<file path="config.mk">
export PLATFORM = sky130hd
export DESIGN_NAME = ahb3lite_rr_master_arb
export DESIGN_NICKNAME = d
export VERILOG_FILES = /design/src/rtl/ahb3lite_rr_master_arb.sv
export SDC_FILE = /design/constraint.sdc
export NUM_CORES = 1
export LEC_CHECK = 0
export BUFFER_PORTS_ARGS = -buffer_cell sky130_fd_sc_hd__buf_2
export CORE_MARGIN = 5
export CORE_UTILIZATION = 47
export CTS_CLUSTER_DIAMETER = 150
export DETAILED_ROUTE_END_ITERATION = 16
export GPL_TIMING_DRIVEN = 0
export PLACE_DENSITY = 0.92
export SYNTH_ARGS = -nofsm -noshare
export SYNTH_HDL_FRONTEND = slang
export SYNTH_SLANG_ARGS = --single-unit
</file>
<file path="constraint.sdc">
create_clock -name HCLK -period 1.7 [get_ports HCLK]
set_input_delay 0.17 -clock HCLK [delete_from_list [all_inputs] [get_ports HCLK]]
set_output_delay 0.17 -clock HCLK [all_outputs]
set_load 0.01 [all_outputs]
</file>
<file path="src/rtl/ahb3lite_rr_master_arb.sv">
// Two-port round-robin arbiter driving one AHB3-Lite master port, one SINGLE transfer at a time.
// Define AHB_ARB_FIXED_PRIO_EN to make port 0 win every contention (port 1 may starve).

module ahb3lite_rr_cmd_chk #(
  parameter int HDATA_SIZE = 32
)(
  input  logic [6:0] addr_lo_i,
  input  logic [2:0] size_i,
  output logic       illegal_o
);
  localparam logic [2:0] MAX_SIZE = 3'($clog2(HDATA_SIZE/8));

  logic [6:0] mask;

  always_comb begin
    mask      = 7'((8'd1 << size_i) - 8'd1);
    illegal_o = (size_i > MAX_SIZE) || (|(addr_lo_i & mask));
  end
endmodule

module ahb3lite_rr_master_arb #(
  parameter int          HADDR_SIZE = 32,
  parameter int          HDATA_SIZE = 32,
  parameter logic [3:0]  HPROT_VAL  = 4'b0011
)(
  input  logic                  HCLK,
  input  logic                  HRESET,
  input  logic                  req0_valid,
  output logic                  req0_ready,
  input  logic                  req0_write,
  input  logic [HADDR_SIZE-1:0] req0_addr,
  input  logic [HDATA_SIZE-1:0] req0_wdata,
  input  logic [2:0]            req0_size,
  input  logic                  req1_valid,
  output logic                  req1_ready,
  input  logic                  req1_write,
  input  logic [HADDR_SIZE-1:0] req1_addr,
  input  logic [HDATA_SIZE-1:0] req1_wdata,
  input  logic [2:0]            req1_size,
  output logic                  rsp0_valid,
  output logic                  rsp0_err,
  output logic                  rsp1_valid,
  output logic                  rsp1_err,
  output logic [HDATA_SIZE-1:0] rsp_rdata,
  output logic                  HSEL,
  output logic [HADDR_SIZE-1:0] HADDR,
  output logic [HDATA_SIZE-1:0] HWDATA,
  output logic                  HWRITE,
  output logic [2:0]            HSIZE,
  output logic [2:0]            HBURST,
  output logic [3:0]            HPROT,
  output logic [1:0]            HTRANS,
  input  logic [HDATA_SIZE-1:0] HRDATA,
  input  logic                  HREADY,
  input  logic                  HRESP
);
  typedef enum logic [1:0] {IDLE, ADDR, DATA, REJ} state_t;

  localparam logic [1:0] HT_IDLE   = 2'b00;
  localparam logic [1:0] HT_NONSEQ = 2'b10;

  // Per-port command view, indexed by port number.
  logic [1:0]                 vld, wr, illegal;
  logic [1:0][HADDR_SIZE-1:0] addr;
  logic [1:0][HDATA_SIZE-1:0] wdata;
  logic [1:0][2:0]            size;

  assign vld   = {req1_valid, req0_valid};
  assign wr    = {req1_write, req0_write};
  assign addr  = {req1_addr,  req0_addr};
  assign wdata = {req1_wdata, req0_wdata};
  assign size  = {req1_size,  req0_size};

  for (genvar p = 0; p < 2; p++) begin : g_chk
    ahb3lite_rr_cmd_chk #(.HDATA_SIZE(HDATA_SIZE)) u_chk (
      .addr_lo_i (addr[p][6:0]),
      .size_i    (size[p]),
      .illegal_o (illegal[p])
    );
  end

  state_t                 state_q;
  logic                   last_grant_q;
  logic                   port_q;
  logic                   wr_q;
  logic [HDATA_SIZE-1:0]  wdata_q;
  logic                   hsel_q;
  logic [HADDR_SIZE-1:0]  haddr_q;
  logic [HDATA_SIZE-1:0]  hwdata_q;
  logic                   hwrite_q;
  logic [2:0]             hsize_q;
  logic [3:0]             hprot_q;
  logic [1:0]             htrans_q;
  logic [1:0]             rsp_vld_q, rsp_err_q;
  logic [HDATA_SIZE-1:0]  rdata_q;

  logic gnt_any, gnt_sel;

  // Grant only in IDLE; ready is combinational so the requester sees it in the accept cycle.
  always_comb begin
    gnt_any = (state_q == IDLE) && !HRESET && (|vld);
`ifdef AHB_ARB_FIXED_PRIO_EN
    gnt_sel = !vld[0];
`else
    if (&vld) gnt_sel = ~last_grant_q;
    else      gnt_sel = vld[1];
`endif
  end

  assign req0_ready = gnt_any & ~gnt_sel;
  assign req1_ready = gnt_any &  gnt_sel;

  always_ff @(posedge HCLK) begin
    if (HRESET) begin
      state_q      <= IDLE;
      last_grant_q <= 1'b1;
      port_q       <= 1'b0;
      wr_q         <= 1'b0;
      wdata_q      <= '0;
      hsel_q       <= 1'b0;
      haddr_q      <= '0;
      hwdata_q     <= '0;
      hwrite_q     <= 1'b0;
      hsize_q      <= '0;
      hprot_q      <= '0;
      htrans_q     <= HT_IDLE;
      rsp_vld_q    <= '0;
      rsp_err_q    <= '0;
      rdata_q      <= '0;
    end else begin
      rsp_vld_q <= '0;
      rsp_err_q <= '0;
      case (state_q)
        IDLE: begin
          if (gnt_any) begin
            port_q       <= gnt_sel;
            last_grant_q <= gnt_sel;
            wr_q         <= wr[gnt_sel];
            wdata_q      <= wdata[gnt_sel];
            if (illegal[gnt_sel]) begin
              // Rejected locally: the bus never sees this command.
              rsp_vld_q[gnt_sel] <= 1'b1;
              rsp_err_q[gnt_sel] <= 1'b1;
              rdata_q            <= '0;
              state_q            <= REJ;
            end else begin
              hsel_q   <= 1'b1;
              htrans_q <= HT_NONSEQ;
              haddr_q  <= addr[gnt_sel];
              hwrite_q <= wr[gnt_sel];
              hsize_q  <= size[gnt_sel];
              hprot_q  <= HPROT_VAL;
              state_q  <= ADDR;
            end
          end
        end
        ADDR: begin
          if (HREADY) begin
            hsel_q   <= 1'b0;
            htrans_q <= HT_IDLE;
            hwdata_q <= wr_q ? wdata_q : '0;
            state_q  <= DATA;
          end
        end
        DATA: begin
          // The first HRESP cycle has HREADY low, so only the final cycle completes.
          if (HREADY) begin
            rsp_vld_q[port_q] <= 1'b1;
            rsp_err_q[port_q] <= HRESP;
            rdata_q           <= wr_q ? '0 : HRDATA;
            state_q           <= IDLE;
          end
        end
        REJ:     state_q <= IDLE;
        default: state_q <= IDLE;
      endcase
    end
  end

  assign HSEL       = hsel_q;
  assign HADDR      = haddr_q;
  assign HWDATA     = hwdata_q;
  assign HWRITE     = hwrite_q;
  assign HSIZE      = hsize_q;
  assign HBURST     = 3'b000;
  assign HPROT      = hprot_q;
  assign HTRANS     = htrans_q;
  assign rsp0_valid = rsp_vld_q[0];
  assign rsp1_valid = rsp_vld_q[1];
  assign rsp0_err   = rsp_err_q[0];
  assign rsp1_err   = rsp_err_q[1];
  assign rsp_rdata  = rdata_q;
endmodule

</file>
==> results.toml <==
[clock_tree]
clock-root-buffer = "sky130_fd_sc_hd__clkbuf_16"
tritoncts = "done"
path_clk_slew_ns = 0.07
clock_sink_count = 143
cts-buffers-inserted = 17
clock_tree.buffer_depth = 2
holdBufCountCts = 0
worstSkewPairLatency_ns = 0.42
cts_max_level = 4

[synthesis]
yosys-top-cells-count = "sky130_fd_sc_hd__dfxtp_1, sky130_fd_sc_hd__mux2i_1, sky130_fd_sc_hd__a211oi_1"
synthTopCellsByArea = "sky130_fd_sc_hd__dfxtp_1, sky130_fd_sc_hd__mux2i_1, sky130_fd_sc_hd__a211oi_1"
post_synth_edffs = 0
postSynthRegisterBits = 143
synth_sequential_area_ratio_pct = 46.2
yosys_most_used_dff = "sky130_fd_sc_hd__dfxtp_1"
fraction_of_registers_with_async_set_or_reset_after_synthesis_pct = 0
count_of_yosys_warnings_during_synthesis = 0
synth_area_um2 = 6200
netlist_instances = 598
post-synth-top-count-cell = "sky130_fd_sc_hd__dfxtp_1"
yosysTopAreaCellShare_pct = 46.2
synth.lib_cells_used.distinct = 42
post_synth.cell_area_avg_um2 = 10.4
synth.largest_area_cell = "sky130_fd_sc_hd__dfxtp_1"

[setup_path]
timing.critical_path.arrival_ns = 1.60
crit_path_frequent_cell = "sky130_fd_sc_hd__buf_6"
critical_path.reg2reg.endpoint = "HADDR[31]"
critPathRequiredTime_ns = 1.53
timing.rr.start = "state_q[1]"
worst_path_max_delay_cell = "sky130_fd_sc_hd__dfxtp_2"
cp-start-kind = "flop"
start_to_end_type_of_the_worst_setup_path = "flop to output pin"
timing.critical_path.fanout_max = 5
worst_path_largest_cell_delay_ns = 0.33
list_of_cells_traversed_by_the_critical_path = "buf_6 > nor4_4 > buf_4 > buf_6 > and2_4 > buf_6"
setup.worst_path.end_class = "output pin"
reg2reg_slack_ns = 0.01
r2r.worst_path.cells = 8

[worst_hold_path]
whs_path_depth = 3
timing.hold.worst.class = "input port to flop"
hold_path_startpoint = "HRDATA[4]"
min_to = "rsp_rdata[4]"

[route]
drt_first_pass_iters = 5
dr_total_vias = 6142
detailed_route_vias_per_instance = 5.57
drt.antenna.violating_nets = 0
detail_route.iter0.violations = 394
remaining_drc_errors = 0
per_cell_routed_wire_length_um = 18.3
drt_wl_total_um = 20200

[floorplan]
die-height_um = 125
placeableCoreArea_um2 = 13100
io_pins = 290
num_rows = 42
die_x_um = 125
floorplan.die_area_um2 = 15600
initial_core_util_pct = 47.4

[grt]
antenna_violations_before_repair = 1
grt_remaining_overflow = 0
grt_pass1_vias = 6199
grt_first_pass_wirelength_um = 31600
grt_usage_pct = 24.6
pin_count_of_the_biggest_net_entering_global_routing = 17

[place]
placedCellCount = 1062
portBuffers = 283
hpwl_um = 14900
gp_congestion = 0.853

[power_and_ir_drop]
p_per_area_nw_per_um2 = 1120
peakVddDrop_uv = 669
static-leakage-power_nw = 3.85
power.total_mw = 9.77

[cells_and_area]
flow.area_growth_from_synthesis_pct = 40.1
final-instance-count-excl-fill = 1103
drive_gt1_share_pct = 47.0
n_fill_cell = 1016
num_antenna_cells = 0
design.final.nets = 1088

[timing]
setup-violations-final = 1
worst_slack_ns = -0.0708
fin_worst_hold_slack_ns = 0.0285
final_min_period_over_clock_period_pct = 104
hold_fails_final_rpt = 0
grt_setup_unrepaired = "yes"
finalMaxSlewViolations = 0
finalWorstPathRequiredPeriod_ns = 1.77
skew_ns = 0.0103
max_clock_freq_mhz = 565
least_margin_pin_slew_ns = 0.687
max_slew_headroom_pct = 54.2

[outcome]
status = "finished, violations left"
failing_checks = "negative setup slack"

[run]
max-cap-violations = 0
==> report_power, final <==
| group | total [mW] | leakage [nW] | switching [mW] | internal, mW |
|---|---|---|---|---|
| sequential | 3.80 | 1.17 | 0.161 | 3.64 |
| combinational | 2.12 | 2.39 | 1.22 | 0.900 |
| clock | 3.85 | 0.294 | 1.59 | 2.26 |
| total | 9.77 | 3.85 | 2.97 | 6.80 |
==> sequential cells by signal, indices dropped and copies added, names as in the netlist, 2 cells and up <==
register / flops
HWDATA: 32
HSIZE: 3
state_q: 2
HADDR: 32
wdata_q: 32
rsp_rdata: 32
rsp_err_q: 2
rsp_vld_q: 2
==> worst max-delay path: cells and delay by family, from the launching register on <==
kind | cells | cell delay (ns)
buf+inv | 4 | 0.52
simple gates | 2 | 0.34
flops | 1 | 0.33
==> worst max path at each step <==
stage / startpoint / end / slack, ns / depth (start not counted)
3_3_place_gp: HRESET / HWDATA[29] / -0.28 / 5
5_1_grt: state_q[1] / req0_ready / -0.16 / 5
3_5_place_dp: HRESET / HWDATA[29] / -0.33 / 5
2_1_floorplan: state_q[1] / HADDR[21] / 0.13 / 6
4_1_cts: state_q[0] / req1_ready / -0.1 / 6
6_report: state_q[1] / req1_ready / -0.07 / 6
==> timing repair <==
item / 4_1_cts / 5_1_grt
gates resized for setup: 27 / 27
buffers inserted: 7 / 1
cloned: 0 / 1
hold endpoints to repair: 0 / 0
setup endpoints to repair: 134 / 117
pin swaps: 3 / 2
==> cells by family after synthesis <==
kind of cell / synth area share [%]
simple gates: 7.23
mux: 10.8
compound gates: 29.2
buf+inv: 6.48
other cells: 0.0605
flops: 46.2
==> metrics by stage <==
stage	TNS [ns]	area (µm²)	utilization, %	setup slack, ns
after floorplan	0	6220	-	0.129
after global placement	-20.48	7860	60.0	-0.277
after detailed placement	-25.32	7860	60.0	-0.325
after CTS	-0.129	8600	65.7	-0.0972
after global routing	-1.36	8690	66.4	-0.162
final	-0.0708	8690	66.4	-0.0708
==> metal layers <==
| layer | vias to the layer above | GRT usage (%) | routed length [µm] |
|---|---|---|---|
| met2 | 267 | 44.0 | 10300 |
| met5 | - | 0 | 13 |
| met1 | 2933 | 28.5 | 7950 |
| met4 | 2 | 8.04 | 461 |
| li1 | 2903 | - | - |
| met3 | 37 | 6.78 | 1450 |
==> cell type report <==
cell class / count / area (µm²) / share of cell area (%)
Buffer: 70 / 484 / 5.57
Clock buffer: 18 / 439 / 5.05
Clock inverter: 14 / 170 / 1.96
Inverter: 2 / 7.51 / 0.0864
Multi-Input combinational cell: 388 / 2990 / 34.4
Sequential cell: 143 / 2870 / 33.0
Tap cell: 176 / 220 / 2.53
Timing Repair Buffer: 292 / 1510 / 17.4
==> placed cells by master (no fill, tap or decap), drive strengths merged <==
| cell type | instances |
|---|---|
| buf | 333 |
| nor3b | 2 |
| o311ai | 1 |
| nor2 | 40 |
| a21boi | 1 |
| nand4 | 1 |
| inv | 9 |
| o21ai | 4 |
| a21oi | 38 |
| a31oi | 37 |
| bufinv | 2 |
| clkinvlp | 2 |
| nand2 | 37 |
| nor3 | 4 |
| mux2i | 67 |
| nand3b | 1 |
| a211oi | 70 |
| a22oi | 1 |
| clkbuf | 47 |
| conb | 6 |
| nor4 | 1 |
| clkinv | 3 |
| a22o | 32 |
| o21a | 2 |
| a311oi | 32 |
| or3 | 3 |
| dfxtp | 143 |
| nand3 | 3 |
| and3 | 1 |
| and2 | 1 |
| a211o | 1 |
| o311a | 1 |
| or2 | 1 |
No activity file was read; power rests on OpenSTA's default activity.
